$ cat config.mk
export PLATFORM = sky130hd
export DESIGN_NAME = fetch_stage_flat
export DESIGN_NICKNAME = d
export VERILOG_FILES = /design/src/rtl/fetch_stage_pkg.sv /design/src/rtl/fetch_stage_if.sv /design/src/rtl/fetch_stage_if_id_register.sv /design/src/rtl/fetch_stage.sv /design/src/flat_wrapper.sv
export SDC_FILE = /design/constraint.sdc
export NUM_CORES = 1
export LEC_CHECK = 0
export ABC_AREA = 1
export BUFFER_PORTS_ARGS = -buffer_cell sky130_fd_sc_hd__clkbuf_2
export CAP_MARGIN = 20
export CORE_MARGIN = 2
export CORE_UTILIZATION = 30
export DETAILED_ROUTE_END_ITERATION = 10
export PLACE_DENSITY = 0.58
export SYNTH_ARGS = -nofsm -noshare
export SYNTH_HDL_FRONTEND = slang
export SYNTH_SLANG_ARGS = --single-unit
$ cat constraint.sdc
create_clock -name clk -period 2.35 [get_ports clk]
set_clock_uncertainty 0.15 [all_clocks]
set_input_delay 0.235 -clock clk [delete_from_list [all_inputs] [get_ports clk]]
set_output_delay 0.235 -clock clk [all_outputs]
set_load 0.005 [all_outputs]
$ cat src/rtl/fetch_stage_pkg.sv
// Shared CPU definitions: datapath widths, special instruction words and the
// fetch-unit state encoding.
package fetch_stage_pkg;

    localparam int INSTR_W = 16;
    localparam int ADDR_W  = 16;

    localparam logic [INSTR_W-1:0] NOP_INSTR = 16'h0800;
    localparam logic [4:0]         HALT_OP   = 5'b10000;

    typedef enum logic [1:0] {
        ST_RUN   = 2'd0,
        ST_HALT  = 2'd1,
        ST_FAULT = 2'd2
    } fetch_state_e;

    function automatic logic is_halt(input logic [INSTR_W-1:0] instr,
                                     input logic [4:0]         opcode);
        return instr[15:11] == opcode;
    endfunction

endpackage

$ cat src/rtl/fetch_stage_if.sv
// Signals between the fetch stage and its neighbours: redirect/stall control,
// instruction memory, and the IF/ID register outputs.
interface fetch_stage_if;
    import fetch_stage_pkg::*;

    logic               stall;
    logic               redirect_valid;
    logic [ADDR_W-1:0]  redirect_target;
    logic [ADDR_W-1:0]  imem_address;
    logic [INSTR_W-1:0] imem_data;
    logic               if_id_valid;
    logic [INSTR_W-1:0] if_id_instr;
    logic [ADDR_W-1:0]  if_id_pc_next;
    logic               halted;
    logic               fetch_fault;

    modport master (
        input  stall, redirect_valid, redirect_target, imem_data,
        output imem_address, if_id_valid, if_id_instr, if_id_pc_next,
               halted, fetch_fault
    );

    modport slave (
        output stall, redirect_valid, redirect_target, imem_data,
        input  imem_address, if_id_valid, if_id_instr, if_id_pc_next,
               halted, fetch_fault
    );

endinterface

$ cat src/rtl/fetch_stage_if_id_register.sv
// IF/ID pipeline register: loads a fetched word, inserts a bubble, or holds.
module if_id_register
    import fetch_stage_pkg::*;
#(
    parameter logic [INSTR_W-1:0] NOP_WORD = NOP_INSTR
) (
    input  logic               clk,
    input  logic               rst,
    input  logic               load,
    input  logic               bubble,
    input  logic [INSTR_W-1:0] load_instr,
    input  logic [ADDR_W-1:0]  load_pc_next,
    output logic               valid,
    output logic [INSTR_W-1:0] instr,
    output logic [ADDR_W-1:0]  pc_next
);

    // NOTE: sequential state is written with non-blocking assignments only, so
    // every register samples pre-edge values regardless of block ordering.
    always_ff @(posedge clk) begin
        if (rst) begin
            valid   <= 1'b0;
            instr   <= NOP_WORD;
            pc_next <= '0;
        end else if (bubble) begin
            valid <= 1'b0;
            instr <= NOP_WORD;
        end else if (load) begin
            valid   <= 1'b1;
            instr   <= load_instr;
            pc_next <= load_pc_next;
        end
    end

endmodule

$ cat src/rtl/fetch_stage.sv
// Instruction-fetch stage: owns the PC and run/halt/fault state, drives the
// instruction memory address and fills the IF/ID register.
module fetch_stage
    import fetch_stage_pkg::*;
#(
    parameter logic [ADDR_W-1:0]  RESET_PC    = 16'h0000,
    parameter int unsigned        MEM_DEPTH   = 256,
    parameter logic [INSTR_W-1:0] NOP_WORD    = NOP_INSTR,
    parameter logic [4:0]         HALT_OPCODE = HALT_OP
) (
    input  logic          clk,
    input  logic          rst,
    fetch_stage_if.master bus
);

    logic [ADDR_W-1:0] pc;
    fetch_state_e      state;
    logic              halted_q;
    logic              fault_q;
    logic              pc_out_of_range;
    logic              word_is_halt;
    logic              ifid_load;
    logic              ifid_bubble;

    assign bus.imem_address = pc;
    assign bus.halted       = halted_q;
    assign bus.fetch_fault  = fault_q;

    assign pc_out_of_range = 32'(pc) >= MEM_DEPTH;
    assign word_is_halt    = is_halt(bus.imem_data, HALT_OPCODE);

    // NOTE: every output of this block gets a default first, so no path can
    // leave a value unassigned and infer a latch.
    always_comb begin
        ifid_load   = 1'b0;
        ifid_bubble = 1'b0;
        if (bus.redirect_valid) begin
            ifid_bubble = 1'b1;
        end else if (!bus.stall) begin
            if (state == ST_RUN && !pc_out_of_range) begin
                ifid_load = 1'b1;
            end else begin
                ifid_bubble = 1'b1;
            end
        end
    end

    always_ff @(posedge clk) begin
        if (rst) begin
            pc       <= RESET_PC;
            state    <= ST_RUN;
            halted_q <= 1'b0;
            fault_q  <= 1'b0;
        end else if (bus.redirect_valid) begin
            // A redirect means any HALT or faulting fetch was on the wrong path.
            pc       <= bus.redirect_target;
            state    <= ST_RUN;
            halted_q <= 1'b0;
            fault_q  <= 1'b0;
        end else if (!bus.stall && state == ST_RUN) begin
            if (pc_out_of_range) begin
                state   <= ST_FAULT;
                fault_q <= 1'b1;
            end else if (word_is_halt) begin
                // PC parks on the HALT word; it is delivered once, then bubbles.
                state    <= ST_HALT;
                halted_q <= 1'b1;
            end else begin
                pc <= pc + 1'b1;
            end
        end
    end

    if_id_register #(
        .NOP_WORD (NOP_WORD)
    ) u_if_id (
        .clk          (clk),
        .rst          (rst),
        .load         (ifid_load),
        .bubble       (ifid_bubble),
        .load_instr   (bus.imem_data),
        .load_pc_next (pc + 1'b1),
        .valid        (bus.if_id_valid),
        .instr        (bus.if_id_instr),
        .pc_next      (bus.if_id_pc_next)
    );

endmodule

$ cat src/flat_wrapper.sv
// flat-port wrapper written by rule: the top's interface ports become plain ports
module fetch_stage_flat import fetch_stage_pkg::*;
#(
    parameter logic [ADDR_W-1:0]  RESET_PC    = 16'h0000,
    parameter int unsigned        MEM_DEPTH   = 256,
    parameter logic [INSTR_W-1:0] NOP_WORD    = NOP_INSTR,
    parameter logic [4:0]         HALT_OPCODE = HALT_OP
)
  (clk, rst, bus_stall, bus_redirect_valid, bus_redirect_target, bus_imem_data, bus_imem_address, bus_if_id_valid, bus_if_id_instr, bus_if_id_pc_next, bus_halted, bus_fetch_fault);
  fetch_stage_if bus_i ();
  input  logic clk;
  input  logic rst;
  input wire logic [$bits(bus_i.stall)-1:0] bus_stall;
  input wire logic [$bits(bus_i.redirect_valid)-1:0] bus_redirect_valid;
  input wire logic [$bits(bus_i.redirect_target)-1:0] bus_redirect_target;
  input wire logic [$bits(bus_i.imem_data)-1:0] bus_imem_data;
  output wire logic [$bits(bus_i.imem_address)-1:0] bus_imem_address;
  output wire logic [$bits(bus_i.if_id_valid)-1:0] bus_if_id_valid;
  output wire logic [$bits(bus_i.if_id_instr)-1:0] bus_if_id_instr;
  output wire logic [$bits(bus_i.if_id_pc_next)-1:0] bus_if_id_pc_next;
  output wire logic [$bits(bus_i.halted)-1:0] bus_halted;
  output wire logic [$bits(bus_i.fetch_fault)-1:0] bus_fetch_fault;
  assign bus_i.stall = bus_stall;
  assign bus_i.redirect_valid = bus_redirect_valid;
  assign bus_i.redirect_target = bus_redirect_target;
  assign bus_i.imem_data = bus_imem_data;
  assign bus_imem_address = bus_i.imem_address;
  assign bus_if_id_valid = bus_i.if_id_valid;
  assign bus_if_id_instr = bus_i.if_id_instr;
  assign bus_if_id_pc_next = bus_i.if_id_pc_next;
  assign bus_halted = bus_i.halted;
  assign bus_fetch_fault = bus_i.fetch_fault;
  fetch_stage #(.RESET_PC(RESET_PC), .MEM_DEPTH(MEM_DEPTH), .NOP_WORD(NOP_WORD), .HALT_OPCODE(HALT_OPCODE)) u_core (.clk(clk), .rst(rst), .bus(bus_i));
endmodule
Yosys cells after proc, flatten, opt, wreduce, memory -nomap -nowiden
Index checks and enable logic that the tools add are counted.
{"block": "word_totals", "in_bits": 36, "register_bits": 53, "out_inout_bits": 51}
{"block": "classes", "add_sub_neg": 1, "muxes": 12, "order_cmp": 1, "eq_ne": 3, "reduce_logical": 14, "n_bitwise": 2}
{"op": "16-bit 2-to-1 mux", "count": 4}
{"op": "16-bit by 1-bit adder with 16-bit output (second input constant)", "count": 1}
{"op": "16-bit by 9-bit greater-or-equal comparator with 1-bit output (second input constant)", "count": 1}
{"op": "1-bit 2-to-1 mux", "count": 6}
{"op": "2-bit AND reduction", "count": 3}
{"op": "3-bit AND reduction", "count": 2}
{"op": "5-bit equality test (second input constant)", "count": 1}
{"op": "2-bit 2-to-1 mux", "count": 2}
{"op": "2-bit inequality test (second input constant)", "count": 2}
{"op": "2-bit nonzero test", "count": 2}
{"op": "2-bit OR reduction", "count": 2}
{"op": "1-bit logical AND", "count": 2}
{"op": "1-bit logical NOT", "count": 2}
{"op": "2-bit logical NOT", "count": 1}
{"op": "1-bit NOT", "count": 2}

Longest topological paths before layout
{"block": "depth", "depth_word": 8, "ltp_mapped": 9, "depth_no_buf": 9}

By module
From an unflattened synthesis, not the netlist that was laid out.
{"block": "hier_totals", "cells_unflattened": 371, "hier_area_um2": 2637.5}
{"mod": "if_id_register", "cells_per_inst": 177, "n_inst": 1, "area_each_um2": 1363.8}
{"mod": "fetch_stage", "cells_per_inst": 194, "n_inst": 1, "area_each_um2": 1273.7}

Worst setup path before layout
OpenSTA, ideal clock, no wires.
{"block": "synth_timing", "path_kind": "register to register", "start": "register u_core.pc[1], in the netlist u_core.bus.imem_address[1]", "end": "register u_core.pc[8], in the netlist u_core.bus.imem_address[8]", "path_slack_ns": 0.900, "arrival_time_ns": 1.167, "path_stages_with_launch": 9, "setup_time_ns": 0.132, "synth_period_minus_slack_ns": 1.450, "n_path_buf": 0, "path_cell_list": "dfxtp_1 > ha_1 > nand2_1 > nor2_1 > nand3_1 > nand3_1 > nand2_1 > nand2_1 > a21oi_1"}
{"block": "synth_between", "elab_chain_cells": 5}
{"element": "start, declared", "line_no": "fetch_stage.sv:16", "source": "logic [ADDR_W-1:0] pc;"}
{"element": "start signal, assigned", "line_no": "fetch_stage.sv:56", "source": "pc <= bus.redirect_target;"}
{"element": "start signal, assigned", "line_no": "fetch_stage.sv:69", "source": "pc <= pc + 1'b1;"}
{"element": "16-bit by 1-bit adder with 16-bit output", "line_no": "fetch_stage.sv:69"}
{"element": "16-bit 2-to-1 mux", "line_no": "fetch_stage.sv:64", "source": "end else if (word_is_halt) begin"}
{"element": "16-bit 2-to-1 mux", "line_no": "fetch_stage.sv:61", "source": "if (pc_out_of_range) begin"}
{"element": "16-bit 2-to-1 mux", "line_no": "fetch_stage.sv:60", "source": "end else if (!bus.stall && state == ST_RUN) begin"}
{"element": "16-bit 2-to-1 mux", "line_no": "fetch_stage.sv:54", "source": "end else if (bus.redirect_valid) begin"}
Several ways; a longest one is shown, not always the timed one. The select of a mux whose other input is x is not followed.
A chain may end at the register's enable or synchronous reset.

Worst setup path after layout
{"block": "layout_timing", "start": "register u_core.pc[8], in the netlist u_core.bus.imem_address[8]", "end": "register u_core.u_if_id.pc_next[5]"}
{"block": "layout_between", "elab_chain_cells": 8}
{"element": "16-bit by 9-bit greater-or-equal comparator with 1-bit output *", "line_no": "fetch_stage.sv:29", "source": "assign pc_out_of_range = 32'(pc) >= MEM_DEPTH;"}
{"element": "1-bit logical NOT *", "line_no": "fetch_stage.sv:40", "source": "if (state == ST_RUN && !pc_out_of_range) begin"}
{"element": "1-bit logical AND *", "line_no": "fetch_stage.sv:40"}
{"element": "1-bit 2-to-1 mux", "line_no": "fetch_stage.sv:40"}
{"element": "1-bit 2-to-1 mux", "line_no": "fetch_stage.sv:39", "source": "end else if (!bus.stall) begin"}
{"element": "1-bit 2-to-1 mux", "line_no": "fetch_stage.sv:37", "source": "if (bus.redirect_valid) begin"}
{"element": "1-bit NOT (no line)"}
{"element": "2-bit AND reduction (no line) *"}
{"element": "end signal, assigned", "line_no": "fetch_stage_if_id_register.sv:31", "source": "pc_next <= load_pc_next;"}
{"element": "end, declared", "line_no": "fetch_stage_if_id_register.sv:15", "source": "output logic [ADDR_W-1:0] pc_next"}
Every way passes the cells marked *; elsewhere a longest branch is shown, timed or not.

==> key figures <==
Clock network
  • Hold buffers post-CTS: 13
  • Cts bufs inserted: 5
  • Clock-pin slew on the worst setup and hold paths: 100 ps
  • Root Buffer: clkbuf_8
  • CTS max path bufs: 2
  • TritonCTS clock tree: done
  • Setup Fix Bufs, Post-CTS: 0
  • H-tree Lvls: 2
  • Post_cts resized: 0
  • Clk sink count: 53
  • Clock Latency Late Sink: 310 ps

Global route
  • First-pass GRT wire length: 9230 µm
  • Number of global-route vias before repair: 1949
  • All-Layer GR Usage: 0.138
  • Pin count of the biggest net entering global routing: 33
  • Initial antenna violation count: 0
  • Total gr overflow: 0

Run
  • Max-cap violations: 0

Pwr
  • Cell Pwr Density: 570 nW/µm²
  • Static Leak: 1.25 nW
  • Max IR drop VDD: 220 µV

Min path
  • Hold EP: u_core.bus.imem_address[15]
  • Hold Crit Class: in -> reg
  • Hold Path Origin: bus_redirect_target[15]
  • Hold depth: 3

Placement
  • Port Buffers: 86
  • RD Place Congestion: 0.834
  • Detailed placer's ending HPWL: 4120 µm
  • Place WS: 508 ps

Floorplanning
  • I/O pin cnt: 87
  • Core Region: 7180 µm²
  • Die height: 89.8 µm
  • Site row count: 31
  • Die W: 89.8 µm
  • Initial Utilization: 0.308
  • Die ar.: 8070 µm²

Worst setup path
  • Register-to-register setup slack: 530 ps
  • FF-to-FF End: u_core.u_if_id.pc_next[5]
  • Worst EP arrival: 1910 ps
  • CP max FO: 24
  • Req. time, crit path: 2440 ps
  • R2R cell count: 7
  • Worst Setup Path Type: reg -> reg
  • R2r startpoint: u_core.bus.imem_address[8]
  • Critical Path End Type: register
  • CP Launch Type: register

STA
  • Final hold vios: 0
  • Final TNS setup: 0 ps
  • Relative slew slack: 0.746
  • Post-route setup slack: 534 ps
  • Slew Viols, Final: 0
  • Crit path time final: 1820 ps
  • Actual slew at the worst max-slew pin: 381 ps
  • RSZ-0062 raised after global routing: no
  • Final Cycle Share: 0.773
  • F_max: 551 MHz
  • Final setup fails: 0

Synthesis
  • Top_reg_cell synth: dfxtp_1
  • Netlist cell types: 26
  • Async SR Flop Fraction: 0
  • Register area share after synthesis: 0.480
  • Yosys warnings: 0
  • Yosys reg bits: 53
  • Syn Nets: 337
  • Post-synthesis cell area: 2210 µm²
  • Gate Count Post-Synth: 299
  • Post-synth EDFFs: 0
  • Mean post-synth cell area: 7.39 µm²

Layout
  • Util after Layout: 0.407
  • Nets: 432
  • Most common cell after layout, fill and taps aside: nand2_1
  • Fillers: 780
  • Most frequent cells in the layout: 101 x nand2_1, 86 x clkbuf_2, 53 x dfxtp_1
  • Synth-to-Final Area Change: 32.3%
  • Ant diodes: 0
  • Share of layout cells above drive strength 1: 0.266

Drt
  • Antenna-violating nets left: 0
  • DR WL/cell: 11.7 µm
  • Via count: 2183
  • Via density: 4.42
  • Initial DRC Count: 70
  • Drc violations: 0
  • Routed WL: 5790 µm
  • DR pass1 iterations: 4

Run status
  • Status: finished, final reports clean
## power breakdown
group | leakage (nW) | switching, mW | internal, mW | total [mW]
Combinational | 0.777 | 0.127 | 0.0928 | 0.219
Clock | 0.0450 | 0.295 | 0.207 | 0.503
Sequential | 0.430 | 0.0242 | 0.921 | 0.945
Total | 1.25 | 0.446 | 1.22 | 1.67
## state kept, by name, indices dropped and copies added (netlist names)
name,flops
u_core.bus.fetch_fault,1
u_core.state,2
u_core.bus.imem_address,16
u_core.u_if_id.pc_next,16
u_core.u_if_id.instr,16
u_core.bus.halted,1
u_core.u_if_id.valid,1
## worst max-delay path by stage
stage / endpoint / slack, ps / cells after the start / start
floorplan: u_core.bus.imem_address[8] / 900 / 8 / u_core.bus.imem_address[1]
global placement: u_core.u_if_id.pc_next[6] / 580 / 7 / u_core.bus.imem_address[15]
global route: u_core.u_if_id.pc_next[7] / 310 / 7 / u_core.bus.imem_address[8]
finish: u_core.u_if_id.pc_next[5] / 530 / 7 / u_core.bus.imem_address[8]
CTS: u_core.u_if_id.pc_next[5] / 480 / 7 / u_core.bus.imem_address[8]
detailed placement: u_core.u_if_id.pc_next[5] / 510 / 7 / u_core.bus.imem_address[8]
## cells in the mapped netlist, types with 2 or more instances
| cell | number | area share |
|---|---|---|
| ha_1 | 2 | 0.011 |
| o21ai_0 | 3 | 0.0068 |
| nand2_1 | 101 | 0.17 |
| inv_1 | 13 | 0.022 |
| clkbuf_1 | 7 | 0.012 |
| nand2_2 | 2 | 0.0057 |
| o21bai_1 | 3 | 0.010 |
| dfxtp_1 | 53 | 0.48 |
| buf_6 | 3 | 0.015 |
| a21oi_1 | 43 | 0.097 |
| nand3_1 | 32 | 0.072 |
| buf_2 | 4 | 0.0091 |
| nor2_1 | 20 | 0.034 |
## worst max-delay path, cell delays in order, from the launching register on
cell and delay [ps]:
dfxtp_1 350, nor2_1 110, nand2_1 100, nor2_4 160
nand3_4 270, clkinv_2 340, nand3_1 130, a21oi_1 130
## cell type report
| cell class | instances | area, µm² | area share |
|---|---|---|---|
| tap | 99 | 124 | 0.0424 |
| clock inverter | 2 | 10.0 | 0.00342 |
| clock buffer | 6 | 72.6 | 0.0248 |
| sequential | 53 | 1060 | 0.363 |
| multi-input combinational | 216 | 1010 | 0.345 |
| inverter | 15 | 57.6 | 0.0197 |
| timing repair buffer | 103 | 591 | 0.202 |
## metrics by stage
| stage | std cells | area [µm²] | power (mW) | hold slack, ps |
|---|---|---|---|---|
| 3_5_place_dp | 473 | 2710 | 1.17 | 277 |
| 2_1_floorplan | 299 | 2210 | 1.09 | 201 |
| 5_1_grt | 494 | 2920 | 1.76 | 4.28 |
| 4_1_cts | 494 | 2920 | 1.70 | 1.33 |
| 6_report | 494 | 2920 | 1.67 | 2.98 |
| 3_3_place_gp | 473 | 2710 | 1.17 | 279 |
## per-layer routing
metal / wire length, µm / GRT usage / up-vias
li1: - / - / 1163
met1: 2710 / 0.180 / 952
met2: 2750 / 0.234 / 63
met3: 283 / 0.0277 / 5
met4: 49 / 0.0385 / 0
met5: 0 / 0 / -
## cell families after synthesis
family / after synthesis / synth area share
AO/OA/AOI/OAI: 51 / 0.122
buffers and inverters: 30 / 0.0640
AND/OR/NAND/NOR: 161 / 0.315
XOR/XNOR: 2 / 0.00793
flip-flops: 53 / 0.480
adder cells (fa/ha/maj): 2 / 0.0113
Power figures use the tool's default switching activity.
